**config.mk**
```make
export PLATFORM = sky130hd
export DESIGN_NAME = rm_ihpsg13_bist_ctrl
export DESIGN_NICKNAME = d
export VERILOG_FILES = /design/src/rtl/rm_ihpsg13_bist_pkg.sv /design/src/rtl/rm_ihpsg13_bist_ctrl.sv
export SDC_FILE = /design/constraint.sdc
export NUM_CORES = 1
export LEC_CHECK = 0
export CAP_MARGIN = 20
export CORE_MARGIN = 2
export CORE_UTILIZATION = 38
export CTS_CLUSTER_DIAMETER = 60
export CTS_CLUSTER_SIZE = 24
export DETAILED_ROUTE_END_ITERATION = 12
export GPL_ROUTABILITY_DRIVEN = 0
export PLACE_DENSITY = 0.83
export SLEW_MARGIN = 20
export SYNTH_ARGS = -nofsm -noshare
export SYNTH_HDL_FRONTEND = slang
export SYNTH_SLANG_ARGS = --single-unit
```
**constraint.sdc**
```tcl
create_clock -name clk_i -period 5.4 [get_ports clk_i]
set_input_delay 1.08 -clock clk_i [delete_from_list [all_inputs] [get_ports clk_i]]
set_output_delay 1.08 -clock clk_i [all_outputs]
set_load 0.005 [all_outputs]
```
**src/rtl/rm_ihpsg13_bist_pkg.sv**
```systemverilog
// Shared types and March C- element tables for the IHP SG13 SRAM BIST controller.
// Each element is described by its address direction and the read/write patterns it applies.
package rm_ihpsg13_bist_pkg;

    typedef enum logic [1:0] {
        ST_IDLE  = 2'd0,
        ST_RUN   = 2'd1,
        ST_DRAIN = 2'd2,
        ST_DONE  = 2'd3
    } state_e;

    typedef enum logic [2:0] {
        E0 = 3'd0,
        E1 = 3'd1,
        E2 = 3'd2,
        E3 = 3'd3,
        E4 = 3'd4,
        E5 = 3'd5
    } elem_e;

    typedef struct packed {
        logic down;    // 1: walk addresses NumWords-1 .. 0
        logic rd_pat;  // expected word on read (replicated across the word)
        logic wr_pat;  // written word (replicated across the word)
        logic has_rd;
        logic has_wr;
    } elem_cfg_t;

    // March C-: up(w0) up(r0,w1) up(r1,w0) down(r0,w1) down(r1,w0) up(r0)
    function automatic elem_cfg_t elem_cfg(input logic [2:0] elem);
        elem_cfg_t cfg;
        cfg = '0;
        case (elem)
            E0:      cfg = '{down: 1'b0, rd_pat: 1'b0, wr_pat: 1'b0, has_rd: 1'b0, has_wr: 1'b1};
            E1:      cfg = '{down: 1'b0, rd_pat: 1'b0, wr_pat: 1'b1, has_rd: 1'b1, has_wr: 1'b1};
            E2:      cfg = '{down: 1'b0, rd_pat: 1'b1, wr_pat: 1'b0, has_rd: 1'b1, has_wr: 1'b1};
            E3:      cfg = '{down: 1'b1, rd_pat: 1'b0, wr_pat: 1'b1, has_rd: 1'b1, has_wr: 1'b1};
            E4:      cfg = '{down: 1'b1, rd_pat: 1'b1, wr_pat: 1'b0, has_rd: 1'b1, has_wr: 1'b1};
            E5:      cfg = '{down: 1'b0, rd_pat: 1'b0, wr_pat: 1'b0, has_rd: 1'b1, has_wr: 1'b0};
            default: cfg = '0;
        endcase
        return cfg;
    endfunction

endpackage

```
**src/rtl/rm_ihpsg13_bist_ctrl.sv**
```systemverilog
// March C- BIST controller for a single-port SRAM macro: one op per cycle, read data
// compared one cycle after the read strobe, first failing address/element kept sticky.
module rm_ihpsg13_bist_ctrl
    import rm_ihpsg13_bist_pkg::*;
#(
    parameter int NumWords  = 256,
    parameter int DataWidth = 64,
    parameter int AddrWidth = $clog2(NumWords)
) (
    input  logic                 clk_i,
    input  logic                 rst_ni,
    input  logic                 start_i,
    output logic                 busy_o,
    output logic                 done_o,
    output logic                 pass_o,
    output logic [AddrWidth-1:0] fail_addr_o,
    output logic [2:0]           fail_elem_o,
    output logic                 bist_en_o,
    output logic                 bist_men_o,
    output logic                 bist_wen_o,
    output logic                 bist_ren_o,
    output logic [AddrWidth-1:0] bist_addr_o,
    output logic [DataWidth-1:0] bist_din_o,
    output logic [DataWidth-1:0] bist_bm_o,
    input  logic [DataWidth-1:0] bist_dout_i
);

    localparam logic [AddrWidth-1:0] AddrLast = AddrWidth'(NumWords - 1);

    state_e                 state_reg, state_next;
    elem_e                  elem_reg;
    logic [AddrWidth-1:0]   addr_reg;
    logic                   phase_reg;      // 1: write half of a read/write pair

    logic                   cmp_valid_reg;
    logic                   cmp_exp_reg;
    logic [AddrWidth-1:0]   cmp_addr_reg;
    logic [2:0]             cmp_elem_reg;

    logic                   done_reg;
    logic                   pass_reg;
    logic [AddrWidth-1:0]   fail_addr_reg;
    logic [2:0]             fail_elem_reg;

    elem_cfg_t              cfg;
    elem_cfg_t              cfg_inc;
    logic [2:0]             elem_inc;
    logic                   pair_first;
    logic                   op_is_read;
    logic                   addr_at_end;
    logic                   run_last;
    logic                   start_accept;
    logic                   mismatch;

    assign cfg          = elem_cfg(elem_reg);
    assign elem_inc     = elem_reg + 3'd1;
    assign cfg_inc      = elem_cfg(elem_inc);
    assign pair_first   = cfg.has_rd && cfg.has_wr && !phase_reg;
    assign op_is_read   = cfg.has_rd && !(cfg.has_wr && phase_reg);
    assign addr_at_end  = cfg.down ? (addr_reg == '0) : (addr_reg == AddrLast);
    assign run_last     = (elem_reg == E5) && addr_at_end;
    assign start_accept = ((state_reg == ST_IDLE) || (state_reg == ST_DONE)) && start_i;
    assign mismatch     = cmp_valid_reg && (bist_dout_i != {DataWidth{cmp_exp_reg}});

    // ---------------- FSM: state register ----------------
    always_ff @(posedge clk_i or negedge rst_ni) begin
        if (!rst_ni) begin
            state_reg <= ST_IDLE;
        end else begin
            state_reg <= state_next;
        end
    end

    // ---------------- FSM: next state ----------------
    always_comb begin
        state_next = state_reg;
        unique case (state_reg)
            ST_IDLE, ST_DONE: if (start_i) state_next = ST_RUN;
            ST_RUN:           if (run_last) state_next = ST_DRAIN;
            ST_DRAIN:         state_next = ST_DONE;
            default:          state_next = ST_IDLE;
        endcase
    end

    // ---------------- FSM: outputs ----------------
    always_comb begin
        busy_o      = 1'b0;
        bist_men_o  = 1'b0;
        bist_wen_o  = 1'b0;
        bist_ren_o  = 1'b0;
        bist_addr_o = '0;
        bist_din_o  = '0;
        bist_bm_o   = '0;
        unique case (state_reg)
            ST_RUN: begin
                busy_o      = 1'b1;
                bist_men_o  = 1'b1;
                bist_ren_o  = op_is_read;
                bist_wen_o  = !op_is_read;
                bist_addr_o = addr_reg;
                bist_bm_o   = '1;
                bist_din_o  = {DataWidth{!op_is_read && cfg.wr_pat}};
            end
            ST_DRAIN: busy_o = 1'b1;
            default: ;
        endcase
    end

    assign bist_en_o = busy_o;

    // ---------------- element / address / phase sequencer ----------------
    always_ff @(posedge clk_i or negedge rst_ni) begin
        if (!rst_ni) begin
            elem_reg  <= E0;
            addr_reg  <= '0;
            phase_reg <= 1'b0;
        end else if (start_accept) begin
            elem_reg  <= E0;
            addr_reg  <= '0;
            phase_reg <= 1'b0;
        end else if (state_reg == ST_RUN) begin
            if (pair_first) begin
                phase_reg <= 1'b1;
            end else begin
                phase_reg <= 1'b0;
                if (addr_at_end) begin
                    // Next element starts immediately at its own first address.
                    if (elem_reg != E5) begin
                        elem_reg <= elem_e'(elem_inc);
                        addr_reg <= cfg_inc.down ? AddrLast : '0;
                    end
                end else begin
                    addr_reg <= cfg.down ? (addr_reg - AddrWidth'(1)) : (addr_reg + AddrWidth'(1));
                end
            end
        end
    end

    // ---------------- compare pipeline ----------------
    always_ff @(posedge clk_i or negedge rst_ni) begin
        if (!rst_ni) begin
            cmp_valid_reg <= 1'b0;
            cmp_exp_reg   <= 1'b0;
            cmp_addr_reg  <= '0;
            cmp_elem_reg  <= '0;
        end else begin
            cmp_valid_reg <= (state_reg == ST_RUN) && op_is_read;
            cmp_exp_reg   <= cfg.rd_pat;
            cmp_addr_reg  <= addr_reg;
            cmp_elem_reg  <= elem_reg;
        end
    end

    // ---------------- result registers ----------------
    always_ff @(posedge clk_i or negedge rst_ni) begin
        if (!rst_ni) begin
            done_reg      <= 1'b0;
            pass_reg      <= 1'b0;
            fail_addr_reg <= '0;
            fail_elem_reg <= '0;
        end else if (start_accept) begin
            done_reg      <= 1'b0;
            pass_reg      <= 1'b1;
            fail_addr_reg <= '0;
            fail_elem_reg <= '0;
        end else begin
            if (state_reg == ST_DRAIN) begin
                done_reg <= 1'b1;
            end
            if (mismatch) begin
                pass_reg <= 1'b0;
                // pass_reg still high means this is the first mismatch of the run
                if (pass_reg) begin
                    fail_addr_reg <= cmp_addr_reg;
                    fail_elem_reg <= cmp_elem_reg;
                end
            end
        end
    end

    assign done_o      = done_reg;
    assign pass_o      = pass_reg;
    assign fail_addr_o = fail_addr_reg;
    assign fail_elem_o = fail_elem_reg;

endmodule
```
==> results_dict.tcl, run 1 <==
set metrics [dict create \
    n_antenna_cell 0 \
    die_w_um 100.3 \
    ir_drop_mv 0.2261 \
    fin_setup_tns_ns 0 \
    r2r-start "elem_reg[0]" \
    die_y_um 100.3 \
    postLayoutCoreUtil 0.5449 \
    grt_max_degree 80 \
    async_flop_share 1.000 \
    postCtsHoldBufs 0 \
    switching_share 0.3513 \
    drv_slew 0 \
    critPathKind "flop to output pin" \
    required_ns 4.32 \
    fin_skew_ns 0.008453 \
    critPathCapture "bist_din_o[23]" \
    tightestPinTransition_ns 1.073 \
    start_kind "flop" \
    period_minus_slack_ns 4.285 \
    core_area_mm2 0.009109 \
    rr_worst_depth 9 \
    finalSetupViolations 0 \
    ios 221 \
    cts_setup_buffers 0 \
    rsz0062_at_grt "no" \
    cts_tree "built" \
    pwr-share-clk 0.139 \
    totalWireLength_um 9190 \
    dp_hpwl_um 7158 \
    cts_buffer_depth 2 \
    status "completed" \
    fmax_mhz 233.4 \
    cts-root-buf "clkbuf_8" \
    clkTransAtPathRegs_ns 0.08 \
    synth_edf_count 0 \
    seqCellArea_mm2 0.001001 \
    hold_viol_final 0 \
    internal_power_uw 1110 \
    fin_crit_sh 0.7935 \
    worstSetupEndpointType "output pin" \
    power.density_mw_per_mm2 344.7 \
    ys.flop_type "dfrtp_1" \
    dp_slack_ns 1.396 \
    synthToLayoutAreaGrowth_pct 40.87 \
    r2r_slack_ns 2.19 \
    postRouteAntennaNets 0 \
    avgSynthCellArea_um2 8.786 \
    row_count 35 \
    drive_above_1_share 0.08333 \
    via_per_inst 5.121 \
    seq_power_share 0.245 \
    setup_slack_ns 1.115 \
    grt_usage 0.1731 \
    crit_fanout 64 \
    drc 0 \
    cap_violations 0 \
    vias 3088 \
    initial_core_util 0.3868 \
    cts_buffers 5 \
    crit_path_start "elem_reg[0]" \
    wl_per_cell_um 15.24 \
    h-tree-depth 2 \
    clock-sinks 40 \
    clk_latency_ns 0.29 \
    slew-limit-headroom 0.2771 \
    synth_nets 483 \
    multiInputGateArea_mm2 0.001470 \
    syn_area_mm2 0.003523 \
    ys_ff_latch 40 \
    power_leakage_uw 0.001891 \
    syn-instance-count 401 \
    hold_path.class "flop to flop" \
    grt_pass1_wl_um 14080 \
    final_common_cell "clkdlybuf4s50_1" \
    yosysWarnings 0 \
    p_sw_uw 601.1 \
    hold-worst-slack_ns 0.4423 \
    drtIter0Drc 148 \
    fill_cells 802 \
    yosysUniqueCellTypes 52 \
    nets 573 \
    overflow 0 \
    yosysSeqAreaShare 0.2841 \
    power_frac_comb 0.615 \
    numPortBuffers 220 \
    first_global_vias 2942 \
    cp.arrival_ns 3.20 \
    grt_antenna_before_repair 0 \
    dieArea_mm2 0.01006 \
    first_pass_iters 4 \
    final_cell_mix "219 x clkdlybuf4s50_1, 40 x dfrtp_1, 17 x nand2_1" \
    r2r-end "addr_reg[5]" \
    cts_resized 0 \
]
-- per-stage QoR --
| step | instance area (um2) | power, uW | std cells |
|---|---|---|---|
| floorplan | 3523 | 1160 | 401 |
| global placement | 4856 | 1447 | 595 |
| detailed placement | 4856 | 1478 | 595 |
| CTS | 4964 | 1724 | 603 |
| global route | 4964 | 1827 | 603 |
| finish | 4964 | 1711 | 603 |
-- critical path, stage by stage, from the launching register on --
cell and delay, ns:
dfrtp_1 0.44, ha_1 0.24, ha_1 0.24, nor3_1 0.18, nor2_1 0.06, nor2_1 0.08, nor2_1 0.06, nor2b_1 0.14
and3_2 0.80, clkdlybuf4s50_1 0.66
-- final cells by class --
cell class,instances,share of cell area
Multi-Input combinational cell,212,0.2962
Tap cell,111,0.02798
Inverter,11,0.008319
Sequential cell,40,0.2017
Clock buffer,6,0.01462
Clock inverter,2,0.007058
Timing Repair Buffer,221,0.4442
-- synth_stat cells (all sizes together), types with 3 or more instances --
cell type / instances / area (um2)
nor3: 11 / 60.06
dfrtp: 40 / 1001
o21bai: 4 / 30.03
or4: 8 / 63.81
and2: 10 / 62.56
a21oi: 18 / 127.6
o21ai: 22 / 117.6
buf: 132 / 988.4
nand3: 22 / 155.2
inv: 11 / 41.29
a22o: 3 / 26.28
nor2: 15 / 56.30
o41ai: 3 / 33.79
xor2: 3 / 26.28
or3: 8 / 50.05
nand2: 17 / 63.81
nor4: 12 / 87.58
o31ai: 6 / 50.05
o22ai: 4 / 25.02
clkbuf: 6 / 26.28
ha: 14 / 175.2
nand4: 10 / 62.56
-- power groups by stage --
stage	logic, uW	registers [uW]	clock network [uW]
global route	1140	432	255
finish	1050	420	239
floorplan	763	397	0
detailed placement	1050	425	0
CTS	1060	420	240
global placement	1030	422	0
-- metal layers --
layer / wire (um) / GRT usage / vias up
li1: - / - / 1463
met1: 3474 / 0.1896 / 1416
met2: 4642 / 0.3185 / 179
met3: 609 / 0.02507 / 30
met4: 464 / 0.09589 / 0
met5: 0 / 0 / -
-- kinds of logic after synthesis --
kind of cell	Yosys count	synth area share
buffers and inverters	149	0.2997
and+or+nand+nor	117	0.1950
AOI/OAI and AO/OA	71	0.1413
DFF	40	0.2841
adders and majority gates	15	0.05540
xor gates and xnor gates	5	0.01243
muxes	4	0.01207
-- worst min-delay path by stage --
stage | startpoint | end | slack [ns] | cells after the start
global placement | elem_reg[1] | cmp_elem_reg[1] | 0.43 | 0
detailed placement | elem_reg[1] | cmp_elem_reg[1] | 0.44 | 0
CTS | elem_reg[1] | cmp_elem_reg[1] | 0.45 | 0
global route | elem_reg[1] | cmp_elem_reg[1] | 0.47 | 0
floorplan | elem_reg[1] | cmp_elem_reg[1] | 0.40 | 0
finish | elem_reg[1] | cmp_elem_reg[1] | 0.44 | 0
(Power assumes the default switching activity.)
==> inputs of run 2 (changes only) <==
Settings changed: CORE_UTILIZATION 38 to 34, PLACE_DENSITY 0.83 to 0.78.
Clock period 5.4 ns to 3.85 ns, I/O delays scaled along.
==> results_dict.tcl, run 2 (same netlist as run 1, synthesis figures left out) <==
set metrics [dict create \
    dp_hpwl_um 6857 \
    cts_tree "built" \
    r2r-end "addr_reg[6]" \
    postCtsHoldBufs 0 \
    hp-start "elem_reg[1]" \
    hold_path.class "flop to flop" \
    fmax_mhz 281.2 \
    period_minus_slack_ns 3.556 \
    first_pass_iters 4 \
    cts_resized 0 \
    cp.arrival_ns 2.79 \
    power_leakage_uw 0.001908 \
    fin_setup_tns_ns 0 \
    final_common_cell "clkdlybuf4s50_1" \
    cts_buffers 5 \
    crit_fanout 64 \
    tightestPinTransition_ns 0.8834 \
    grt_pass1_wl_um 13710 \
    ios 221 \
    clock-sinks 40 \
    fin_skew_ns 0.005650 \
    drtIter0Drc 187 \
    wl_per_cell_um 13.95 \
    hold-worst-slack_ns 0.4607 \
    start_kind "flop" \
    drive_above_1_share 0.08889 \
    totalWireLength_um 8801 \
    grt_usage 0.1479 \
    h-tree-depth 2 \
    postRouteAntennaNets 0 \
    first_global_vias 2848 \
    synthToLayoutAreaGrowth_pct 42.76 \
    fin_crit_sh 0.9237 \
    drv_slew 0 \
    drc 0 \
    hold_viol_final 0 \
    critPathKind "flop to output pin" \
    nets 576 \
    cts_buffer_depth 2 \
    postLayoutCoreUtil 0.4939 \
    die_y_um 105.8 \
    n_antenna_cell 0 \
    dieArea_mm2 0.01119 \
    r2r-start "elem_reg[0]" \
    holdPathEnd "cmp_elem_reg[1]" \
    core_area_mm2 0.01018 \
    seqCellArea_mm2 0.001001 \
    cap_violations 0 \
    ir_drop_mv 0.2591 \
    rsz0062_at_grt "no" \
    vias 3051 \
    rr_worst_depth 11 \
    clk_latency_ns 0.29 \
    initial_core_util 0.3459 \
    final_cell_mix "219 x clkdlybuf4s50_1, 40 x dfrtp_1, 17 x nand2_1" \
    via_per_inst 4.835 \
    overflow 0 \
    die_w_um 105.8 \
    cts_setup_buffers 0 \
    grt_antenna_before_repair 0 \
    numPortBuffers 220 \
    worstSetupEndpointType "output pin" \
    grt_max_degree 80 \
    clkTransAtPathRegs_ns 0.07 \
    status "completed" \
    finalSetupViolations 0 \
    crit_path_start "elem_reg[0]" \
    fill_cells 943 \
    slew-limit-headroom 0.4075 \
    r2r_slack_ns 0.73 \
    row_count 37 \
    required_ns 3.08 \
    multiInputGateArea_mm2 0.001470 \
    cts-root-buf "clkbuf_8" \
    hold_depth 0 \
    power.density_mw_per_mm2 477.4 \
]
-- run 2: how the worst max path moves through the flow --
| stage | to | slack, ns |
|---|---|---|
| floorplan | bist_din_o[10] | 0.08 |
| global placement | fail_elem_o[1] | 0.67 |
| finish | bist_din_o[53] | 0.29 |
| global route | bist_din_o[28] | 0.07 |
| detailed placement | fail_elem_o[0] | 0.63 |
| CTS | bist_din_o[13] | 0.32 |
-- run 2: stage by stage --
step	total power [uW]	worst slack [ns]	cells	area, um2
after floorplan	1599	0.07711	401	3526
after global placement	2052	0.6740	623	4922
after detailed placement	2069	0.6336	623	4922
after CTS	2422	0.3152	631	5030
after global routing	2559	0.07105	631	5030
final	2401	0.2936	631	5030
-- run 2: cell type report --
class                   count  share of cell area
repair buffers            224              0.4453
multi-input cells         212              0.2923
flip-flops and latches     40              0.1990
well taps                 136             0.03383
clock buffers               6             0.01443
inverters                  11            0.008209
clock inverters             2            0.006965
-- run 2: per-layer routing --
metal,wire length [um],vias up,track usage
li1,-,1468,-
met1,3446,1372,0.1635
met2,4312,195,0.2806
met3,811,16,0.02845
met4,230,0,0.04981
met5,0,-,0
-- run 2: report_power, final --
group	leakage [uW]	internal, uW	switching, uW
combinational	0.00131	879	601
sequential	0.000539	493	95.4
clock	0.0000552	192	140
-- run 2: worst max-delay path: stages, from the launching register on --
cell and delay, ns:
dfrtp_1 0.44, ha_1 0.25, ha_1 0.23, o41ai_1 0.31
nor2_1 0.09, nor2b_1 0.15, and3_2 0.22, buf_12 0.23
clkdlybuf4s50_1 0.56
==> inputs of run 3 (changes only) <==
Settings changed: CORE_MARGIN 2 to 10, PLACE_DENSITY 0.78 to unset, PLACE_DENSITY_LB_ADDON set to 0.2.
==> results_dict.tcl, run 3 (same netlist as run 1, synthesis figures left out) <==
set metrics [dict create \
    status "completed" \
    row_count 37 \
    grt_antenna_before_repair 0 \
    hold_viol_final 0 \
    drc 0 \
    wl_per_cell_um 17.47 \
    ir_drop_mv 0.2905 \
    cap_violations 0 \
    power_leakage_uw 0.001907 \
    hold-worst-slack_ns 0.4612 \
    nets 576 \
    critPathKind "flop to output pin" \
    grt_usage 0.1340 \
    rr_worst_depth 9 \
    final_common_cell "clkdlybuf4s50_1" \
    ios 221 \
    clk_latency_ns 0.29 \
    dieArea_mm2 0.01484 \
    via_per_inst 4.704 \
    cts_setup_buffers 0 \
    rsz0062_at_grt "no" \
    hold_depth 0 \
    finalSetupViolations 0 \
    final_cell_mix "219 x clkdlybuf4s50_1, 40 x dfrtp_1, 17 x nand2_1" \
    die_w_um 121.8 \
    fin_skew_ns 0.005864 \
    n_antenna_cell 0 \
    cts_buffer_depth 2 \
    h-tree-depth 2 \
    required_ns 3.08 \
    initial_core_util 0.3444 \
    die_y_um 121.8 \
    r2r-start "elem_reg[0]" \
    postRouteAntennaNets 0 \
    drtIter0Drc 95 \
    first_pass_iters 4 \
    cts_resized 0 \
    vias 2968 \
    clock-sinks 40 \
    r2r_slack_ns 0.76 \
    tightestPinTransition_ns 0.9148 \
    cts_buffers 5 \
    numPortBuffers 220 \
    setup_slack_ns 0.3349 \
    core_area_mm2 0.01023 \
    cts_tree "built" \
    dp.cells 623 \
    hold_path.class "flop to flop" \
    fin_crit_sh 0.9130 \
    slew-limit-headroom 0.3865 \
    totalWireLength_um 11030 \
    crit_fanout 64 \
    clkTransAtPathRegs_ns 0.07 \
    start_kind "flop" \
    r2r-end "addr_reg[5]" \
    dp_hpwl_um 9207 \
    grt_pass1_wl_um 16200 \
    cp.arrival_ns 2.75 \
    period_minus_slack_ns 3.515 \
    fin_setup_tns_ns 0 \
    holdPathEnd "cmp_elem_reg[1]" \
    post-route-cell-area_mm2 0.005034 \
    place_area_mm2 0.004922 \
    power.density_mw_per_mm2 483.5 \
    overflow 0 \
    final_cells 631 \
    dp_slack_ns 0.5904 \
    hp-start "elem_reg[1]" \
    fmax_mhz 284.5 \
    drive_above_1_share 0.09091 \
    worstSetupEndpointType "output pin" \
    postCtsHoldBufs 0 \
    first_global_vias 2835 \
    synthToLayoutAreaGrowth_pct 42.86 \
    cts-root-buf "clkbuf_8" \
    drv_slew 0 \
    grt_max_degree 80 \
]
-- run 3: changes by cell type in the layout (fill, tap and decap cells not counted) --
cell        previous run  this run
clkinvlp_4             0         1
clkbuf_1               1         0
-- run 3: final cells by class --
class | instances | area [um2]
tap | 136 | 170.2
multi-input combinational | 212 | 1470
clock buffer | 5 | 68.82
fill | 952 | 5197
inverter | 11 | 41.29
clock inverter | 3 | 42.54
timing repair buffer | 224 | 2240
sequential | 40 | 1001
-- run 3: worst max path at each step --
stage	start	end	cells after the start
CTS	elem_reg[0]	bist_din_o[38]	8
floorplan	state_reg[1]	bist_din_o[10]	5
detailed placement	bist_dout_i[26]	fail_elem_o[0]	7
global route	elem_reg[0]	bist_din_o[2]	10
global placement	bist_dout_i[26]	fail_elem_o[1]	7
finish	elem_reg[0]	bist_din_o[38]	8
-- run 3: routing by layer --
metal	part of all wire	track usage	up-vias
met5	0	0	-
met4	0.021	0.04173	0
li1	-	-	1473
met2	0.52	0.2510	121
met3	0.091	0.03793	14
met1	0.37	0.1408	1360
-- run 3: stage by stage --
step	power (uW)	utilization
after floorplan	1599	-
after global placement	2122	0.4811
after detailed placement	2145	0.4811
after CTS	2489	0.4920
after global routing	2603	0.4920
final	2434	0.4920
-- run 3: critical path, cell delays in order (launching register included) --
cell and delay (ns):
dfrtp_1 0.45, inv_1 0.10, ha_1 0.25, o41ai_1 0.39
nor2_1 0.09, nor2b_1 0.15, and3_2 0.22, buf_12 0.22
clkdlybuf4s50_1 0.56
-- run 3: report_power, final --
group / switching, uW / internal [uW]
logic: 627 / 881
clock network: 144 / 192
registers: 97.9 / 493
total: 869 / 1570
